### config.mk
export PLATFORM = sky130hd
export DESIGN_NAME = kbd_matrix_sync_flat
export DESIGN_NICKNAME = d
export VERILOG_FILES = /design/src/rtl/kbd_matrix_sync_if.sv /design/src/rtl/kbd_matrix_sync.sv /design/src/flat_wrapper.sv
export SDC_FILE = /design/constraint.sdc
export NUM_CORES = 1
export LEC_CHECK = 0
export ABC_CLOCK_PERIOD_IN_PS = 3300
export CAP_MARGIN = 20
export CORE_MARGIN = 4
export CORE_UTILIZATION = 45
export CTS_CLUSTER_DIAMETER = 30
export CTS_CLUSTER_SIZE = 12
export DETAILED_ROUTE_END_ITERATION = 12
export GPL_ROUTABILITY_DRIVEN = 0
export GPL_TIMING_DRIVEN = 0
export PLACE_DENSITY_LB_ADDON = 0.1
export SLEW_MARGIN = 20
export SYNTH_ARGS = -nofsm -noshare
export SYNTH_HDL_FRONTEND = slang
export SYNTH_SLANG_ARGS = --single-unit
export TNS_END_PERCENT = 50
### constraint.sdc
create_clock -name clk -period 3.3 [get_ports clk]
set_clock_uncertainty 0.1 [all_clocks]
set_input_delay 0.99 -clock clk [delete_from_list [all_inputs] [get_ports clk]]
set_output_delay 0.99 -clock clk [all_outputs]
set_load 0.02 [all_outputs]
### src/rtl/kbd_matrix_sync_if.sv
// Bus-side signal bundle for kbd_matrix_sync: shared CPU/RPi address and data,
// the two write strobes, and the intercepted column data with its drive enable.
interface kbd_matrix_sync_if #(
    parameter int COLS = 8
);
    logic [16:0]     addr;
    logic [7:0]      data_in;
    logic [COLS-1:0] data_out;
    logic            cpu_select;
    logic            cpu_write_strobe;
    logic            pi_write_strobe;
    logic            oe;
    logic            stale;

    modport master (
        output addr, data_in, cpu_select, cpu_write_strobe, pi_write_strobe,
        input  data_out, oe, stale
    );

    modport slave (
        input  addr, data_in, cpu_select, cpu_write_strobe, pi_write_strobe,
        output data_out, oe, stale
    );
endinterface

### src/rtl/kbd_matrix_sync.sv
// Keyboard-matrix interceptor: RPi-written row cache served on CPU port-B reads, with staleness watchdog.
// Writes commit on the strobe falling edge, visible one cycle later; no backpressure (bus is never stalled).
module kbd_matrix_sync #(
    parameter int          ROWS        = 10,
    parameter int          COLS        = 8,
    parameter logic [16:0] MATRIX_BASE = 17'hE800,
    parameter logic [16:0] PORT_A_ADDR = 17'hE810,
    parameter logic [16:0] PORT_B_ADDR = 17'hE812,
    parameter int          TIMEOUT_W   = 24,
    parameter logic [TIMEOUT_W-1:0] TIMEOUT = TIMEOUT_W'(1_600_000)
) (
    input  logic             clk,
    input  logic             res_b,
    kbd_matrix_sync_if.slave bus
);
    localparam logic [TIMEOUT_W-1:0] TIMEOUT_M1 = TIMEOUT - 1'b1;

    logic                 cws_q, pws_q;
    logic [3:0]           sel_row_q, sel_row_d;
    logic [COLS-1:0]      rows_q [ROWS];
    logic [COLS-1:0]      rows_d [ROWS];
    logic [TIMEOUT_W-1:0] wd_q, wd_d;
    logic                 stale_q, stale_d;

    logic                 cpu_commit, pi_commit, pi_valid;
    logic [17:0]          addr_off;
    logic [3:0]           pi_idx;
    logic                 row_in_range;
    logic [COLS-1:0]      dout;

    assign cpu_commit = cws_q & ~bus.cpu_write_strobe;
    assign pi_commit  = pws_q & ~bus.pi_write_strobe;

    // 18-bit offset keeps the window test free of wraparound near the top of the map
    assign addr_off = {1'b0, bus.addr} - {1'b0, MATRIX_BASE};
    assign pi_idx   = addr_off[3:0];
    assign pi_valid = pi_commit && (bus.addr >= MATRIX_BASE) && (addr_off < 18'(ROWS));

    always_comb begin
        sel_row_d = sel_row_q;
        rows_d    = rows_q;
        wd_d      = wd_q;
        stale_d   = stale_q;

        if (cpu_commit && bus.addr == PORT_A_ADDR) begin
            sel_row_d = bus.data_in[3:0];
        end

        // A write landing on the expiry cycle takes priority, so no rows are released
        if (pi_valid) begin
            rows_d[pi_idx] = bus.data_in[COLS-1:0];
            wd_d           = '0;
            stale_d        = 1'b0;
        end else if (wd_q == TIMEOUT_M1) begin
            for (int r = 0; r < ROWS; r++) begin
                rows_d[r] = '1;
            end
            stale_d = 1'b1;
            wd_d    = TIMEOUT;
        end else if (wd_q != TIMEOUT) begin
            wd_d = wd_q + 1'b1;
        end
    end

    always_ff @(posedge clk or negedge res_b) begin
        if (!res_b) begin
            cws_q     <= 1'b0;
            pws_q     <= 1'b0;
            sel_row_q <= '0;
            wd_q      <= '0;
            stale_q   <= 1'b1;
            for (int r = 0; r < ROWS; r++) begin
                rows_q[r] <= '1;
            end
        end else begin
            cws_q     <= bus.cpu_write_strobe;
            pws_q     <= bus.pi_write_strobe;
            sel_row_q <= sel_row_d;
            wd_q      <= wd_d;
            stale_q   <= stale_d;
            for (int r = 0; r < ROWS; r++) begin
                rows_q[r] <= rows_d[r];
            end
        end
    end

    // Row selects beyond the matrix read as "no key down"
    assign row_in_range = {1'b0, sel_row_q} < 5'(ROWS);
    assign dout         = row_in_range ? rows_q[sel_row_q] : '1;

    assign bus.data_out = dout;
    assign bus.oe       = !(bus.cpu_select && bus.addr == PORT_B_ADDR && dout != '1);
    assign bus.stale    = stale_q;
endmodule
### src/flat_wrapper.sv
// flat-port wrapper written by rule: the top's interface ports become plain ports
module kbd_matrix_sync_flat 
#(
    parameter int          ROWS        = 10,
    parameter int          COLS        = 8,
    parameter logic [16:0] MATRIX_BASE = 17'hE800,
    parameter logic [16:0] PORT_A_ADDR = 17'hE810,
    parameter logic [16:0] PORT_B_ADDR = 17'hE812,
    parameter int          TIMEOUT_W   = 24,
    parameter logic [TIMEOUT_W-1:0] TIMEOUT = TIMEOUT_W'(1_600_000)
)
  (clk, res_b, bus_addr, bus_data_in, bus_cpu_select, bus_cpu_write_strobe, bus_pi_write_strobe, bus_data_out, bus_oe, bus_stale);
  kbd_matrix_sync_if #(.COLS(COLS)) bus_i ();
  input  logic clk;
  input  logic res_b;
  input wire logic [$bits(bus_i.addr)-1:0] bus_addr;
  input wire logic [$bits(bus_i.data_in)-1:0] bus_data_in;
  input wire logic [$bits(bus_i.cpu_select)-1:0] bus_cpu_select;
  input wire logic [$bits(bus_i.cpu_write_strobe)-1:0] bus_cpu_write_strobe;
  input wire logic [$bits(bus_i.pi_write_strobe)-1:0] bus_pi_write_strobe;
  output wire logic [$bits(bus_i.data_out)-1:0] bus_data_out;
  output wire logic [$bits(bus_i.oe)-1:0] bus_oe;
  output wire logic [$bits(bus_i.stale)-1:0] bus_stale;
  assign bus_i.addr = bus_addr;
  assign bus_i.data_in = bus_data_in;
  assign bus_i.cpu_select = bus_cpu_select;
  assign bus_i.cpu_write_strobe = bus_cpu_write_strobe;
  assign bus_i.pi_write_strobe = bus_pi_write_strobe;
  assign bus_data_out = bus_i.data_out;
  assign bus_oe = bus_i.oe;
  assign bus_stale = bus_i.stale;
  kbd_matrix_sync #(.ROWS(ROWS), .COLS(COLS), .MATRIX_BASE(MATRIX_BASE), .PORT_A_ADDR(PORT_A_ADDR), .PORT_B_ADDR(PORT_B_ADDR), .TIMEOUT_W(TIMEOUT_W), .TIMEOUT(TIMEOUT)) u_core (.clk(clk), .res_b(res_b), .bus(bus_i));
endmodule
==> results.md <==
* Crit Path Class: reg2out
* DIE AREA at 14800 um^2
* Synthesis-stage register bit count at 111
* Rows at 41
* Critical Path Start Type: flip-flop
* H-tree levels at 3
* Area delta synth->final at 21.7%
* Post-Synthesis Cells at 514
* Static Leak at 3.67 nW
* Yosys cell types at 53
* Asr flop ratio synth at 100%
* DP Cell Count at 722
* Die Span X at 122 um
* Hold buffers post-CTS at 0
* Post-synthesis cell area at 5800 um^2
* Worst Path Arrival at 2.46 ns
* Fin Hold WS at 0.412 ns
* Synthesized area per cell at 11.3 um^2
* CTS clk-pin slew, worst paths at 0.07 ns
* Die Height at 122 um
* Wirelength per Cell at 19.4 um
* Drt drc at 0
* Hold Crit Class: reg2reg
* Final hold viol count at 0
* Period utilization at 108%
* Critical-path cell list: buf_8, mux2i_1, mux4_2, o21ai_4, and3_4, nand3_2, o2111ai_2, buf_6
* Sequential share of the synthesized area at 49.6%
* Number of max-cap violations at 0
* Peak VDD IR at 0.256 mV
* Post-layout nets at 610
* Total global-route track usage at 20.9%
* CP max FO at 5
* Clock sink count at 111
* Largest net degree at the start of global routing at 61
* Clk_lat worst skew at 0.35 ns
* IO Port Bufs at 35
* Critical Path RT at 2.21 ns
* Max Clock Freq at 0.282 GHz
* Slowest-stage cell, CP: mux4_2
* DP Area at 6400 um^2
* Worst-Margin Slew at 1.08 ns
* Layout cells sized above 1 at 33.3%
* RSZ-0062 raised after global routing: yes
* Clk buf depth at 2
* Ys flop type: dfstp_2
* Final min period at 3.55 ns
* Inserted Clock Buffers at 9
* Final setup vio count at 2
* Initial Util at 46.0%
* Final instance area at 7060 um^2
* Status: finished with violations
* CORE AREA at 12600 um^2
* Total number of yosys warnings at 0
* Syn nets at 547
* DP HPWL at 9.65 mm
* Drt total wl at 14.6 mm
* N_diodes at 0
* Failing checks: setup timing
* ANT nets after route at 0
* Antenna violations before repair at 0
* Drt first pass iters at 4
* Detailed-route via count at 4070
* Slew headroom at 27.6%
* Vias in the first global route at 4269
* Layout Cells excl Fill at 754
* 1st-iter DRT viols at 282
* Io pins at 40
* Via density at 5.40
* Critical Path End Type: output pin
* Place WS at -0.897 ns
* Slew Limit Fails at 0
* CP peak stage delay at 0.49 ns
* Root buffer cell: clkbuf_16
* P per Cell Area at 380 nW/um^2
* GRT overflow at 0
* EDFF count, synth at 0
* Global-route wire length before repair at 23.4 mm
* Setup_tns at -0.346 ns
* CTS tree: built
* Fin worst setup slack at -0.251 ns
[registers in the layout, summed over array words and instances (netlist names)]
signal	cells
u_core.rows_q	80
u_core.pws_q	1
u_core.cws_q	1
u_core.wd_q	24
u_core.sel_row_q	4
u_core.bus.stale	1
[cells by family after synthesis]
| group | count (synthesis) | share of synthesized area (%) |
|---|---|---|
| flops | 111 | 49.6 |
| fa+ha+maj | 3 | 0.647 |
| compound gates | 23 | 2.96 |
| xor+xnor | 23 | 3.47 |
| mux | 116 | 23.2 |
| simple gates | 203 | 17.1 |
| buf+inv | 35 | 3.00 |
[placed cells by master (no fill, tap or decap), drive strengths merged, types with 3 or more instances in the layout]
| cell type | instances |
|---|---|
| dfrtp | 30 |
| xnor2 | 9 |
| nor2b | 4 |
| ha | 3 |
| dlygate4sd2 | 3 |
| nand4 | 6 |
| mux2i | 89 |
| or2 | 4 |
| a21oi | 5 |
| o21ai | 5 |
| dlymetal6s2s | 4 |
| nor4 | 6 |
| nor3 | 8 |
| inv | 6 |
| nand2b | 13 |
| or4 | 4 |
| clkdlybuf4s50 | 21 |
| buf | 44 |
| and3 | 6 |
| o22ai | 3 |
| mux2 | 14 |
| dfstp | 81 |
| nand2 | 85 |
| nand3 | 19 |
| clkbuf | 21 |
| mux4 | 13 |
| xor2 | 14 |
| nor2 | 35 |
| and4 | 4 |
[what timing repair did]
action | CTS | global route
pin swaps | 7 | 8
endpoints found under the setup margin | 99 | 16
gates resized for setup | 47 | 33
setup buffers | 8 | 8
hold endpoints to repair | 0 | 0
cloned | 0 | 2
[stage by stage]
stage / power (mW) / utilization [%]
after CTS: 2.71 / 54.4
after global placement: 1.58 / 50.5
final: 2.68 / 55.9
after detailed placement: 1.59 / 50.7
after floorplan: 1.50 / -
after global routing: 2.80 / 55.9
[worst paths after layout]
| kind | start | to | slack (ns) | cells after the start |
|---|---|---|---|---|
| worst max-delay path | u_core.sel_row_q[0] | bus_oe | -0.25 | 8 |
| worst min-delay path | u_core.bus.stale | u_core.bus.stale | 0.41 | 2 |
| worst max register to register | u_core.wd_q[1] | u_core.rows_q[28] | 0.52 | 7 |
| worst min register to register | u_core.bus.stale | u_core.bus.stale | 0.41 | 2 |
| max in group asynchronous | res_b | u_core.rows_q[79] | 1.94 | 2 |
| min in group asynchronous | res_b | u_core.wd_q[17] | 0.47 | 1 |
[synthesized netlist by cell type, drive strengths merged, types with 2 or more instances]
| cell type | count | area (um^2) |
|---|---|---|
| or2 | 4 | 25.0 |
| mux4 | 13 | 293 |
| clkbuf | 9 | 35.0 |
| nand2b | 13 | 81.3 |
| nor4 | 6 | 37.5 |
| o211a | 2 | 20.0 |
| nand4 | 6 | 37.5 |
| mux2 | 14 | 161 |
| nor2 | 35 | 134 |
| ha | 3 | 37.5 |
| and4 | 4 | 35.0 |
| xor2 | 14 | 123 |
| a211oi | 2 | 15.0 |
| nor3 | 8 | 40.0 |
| mux2i | 89 | 891 |
| and3 | 6 | 37.5 |
| a21oi | 5 | 25.0 |
| nor3b | 2 | 15.0 |
| buf | 20 | 116 |
| o21ai | 5 | 32.5 |
| dfstp | 81 | 2130 |
| nand3 | 19 | 95.1 |
| dfrtp | 30 | 751 |
| o22ai | 3 | 18.8 |
| nand4b | 2 | 17.5 |
| nor2b | 4 | 25.0 |
| nand2 | 85 | 327 |
| xnor2 | 9 | 78.8 |
| or4 | 4 | 41.3 |
| inv | 6 | 22.5 |
[layer usage]
metal,vias up,global-route usage [%],routed length [um],share of wire (%)
li1,1930,-,-,-
met1,2062,29.3,6770,46
met2,64,33.1,7020,48
met3,14,3.64,593,4.1
met4,0,7.35,217,1.5
met5,-,0,0,0
[power breakdown]
group / internal, mW / switching, mW
clock: 0.602 / 0.504
combinational: 0.0658 / 0.0854
sequential: 1.39 / 0.0353
total: 2.06 / 0.624
[area by class of cell]
| cell class | instances | area [um^2] |
|---|---|---|
| timing repair buffer | 54 | 541 |
| clock inverter | 4 | 25.0 |
| buffer | 27 | 186 |
| clock buffer | 12 | 279 |
| tap | 172 | 215 |
| fill | 1099 | 5560 |
| sequential | 111 | 2880 |
| multi-input combinational | 368 | 2910 |
| inverter | 6 | 22.5 |
[critical path: cells and delay by family (launching register included)]
kind,cells,cell delay (ns)
AO/OA/AOI/OAI,2,0.41
buffers and inverters,2,0.30
flip-flops,1,0.45
multiplexers,2,0.62
AND/OR/NAND/NOR,2,0.33
(Power assumes the default switching activity.)
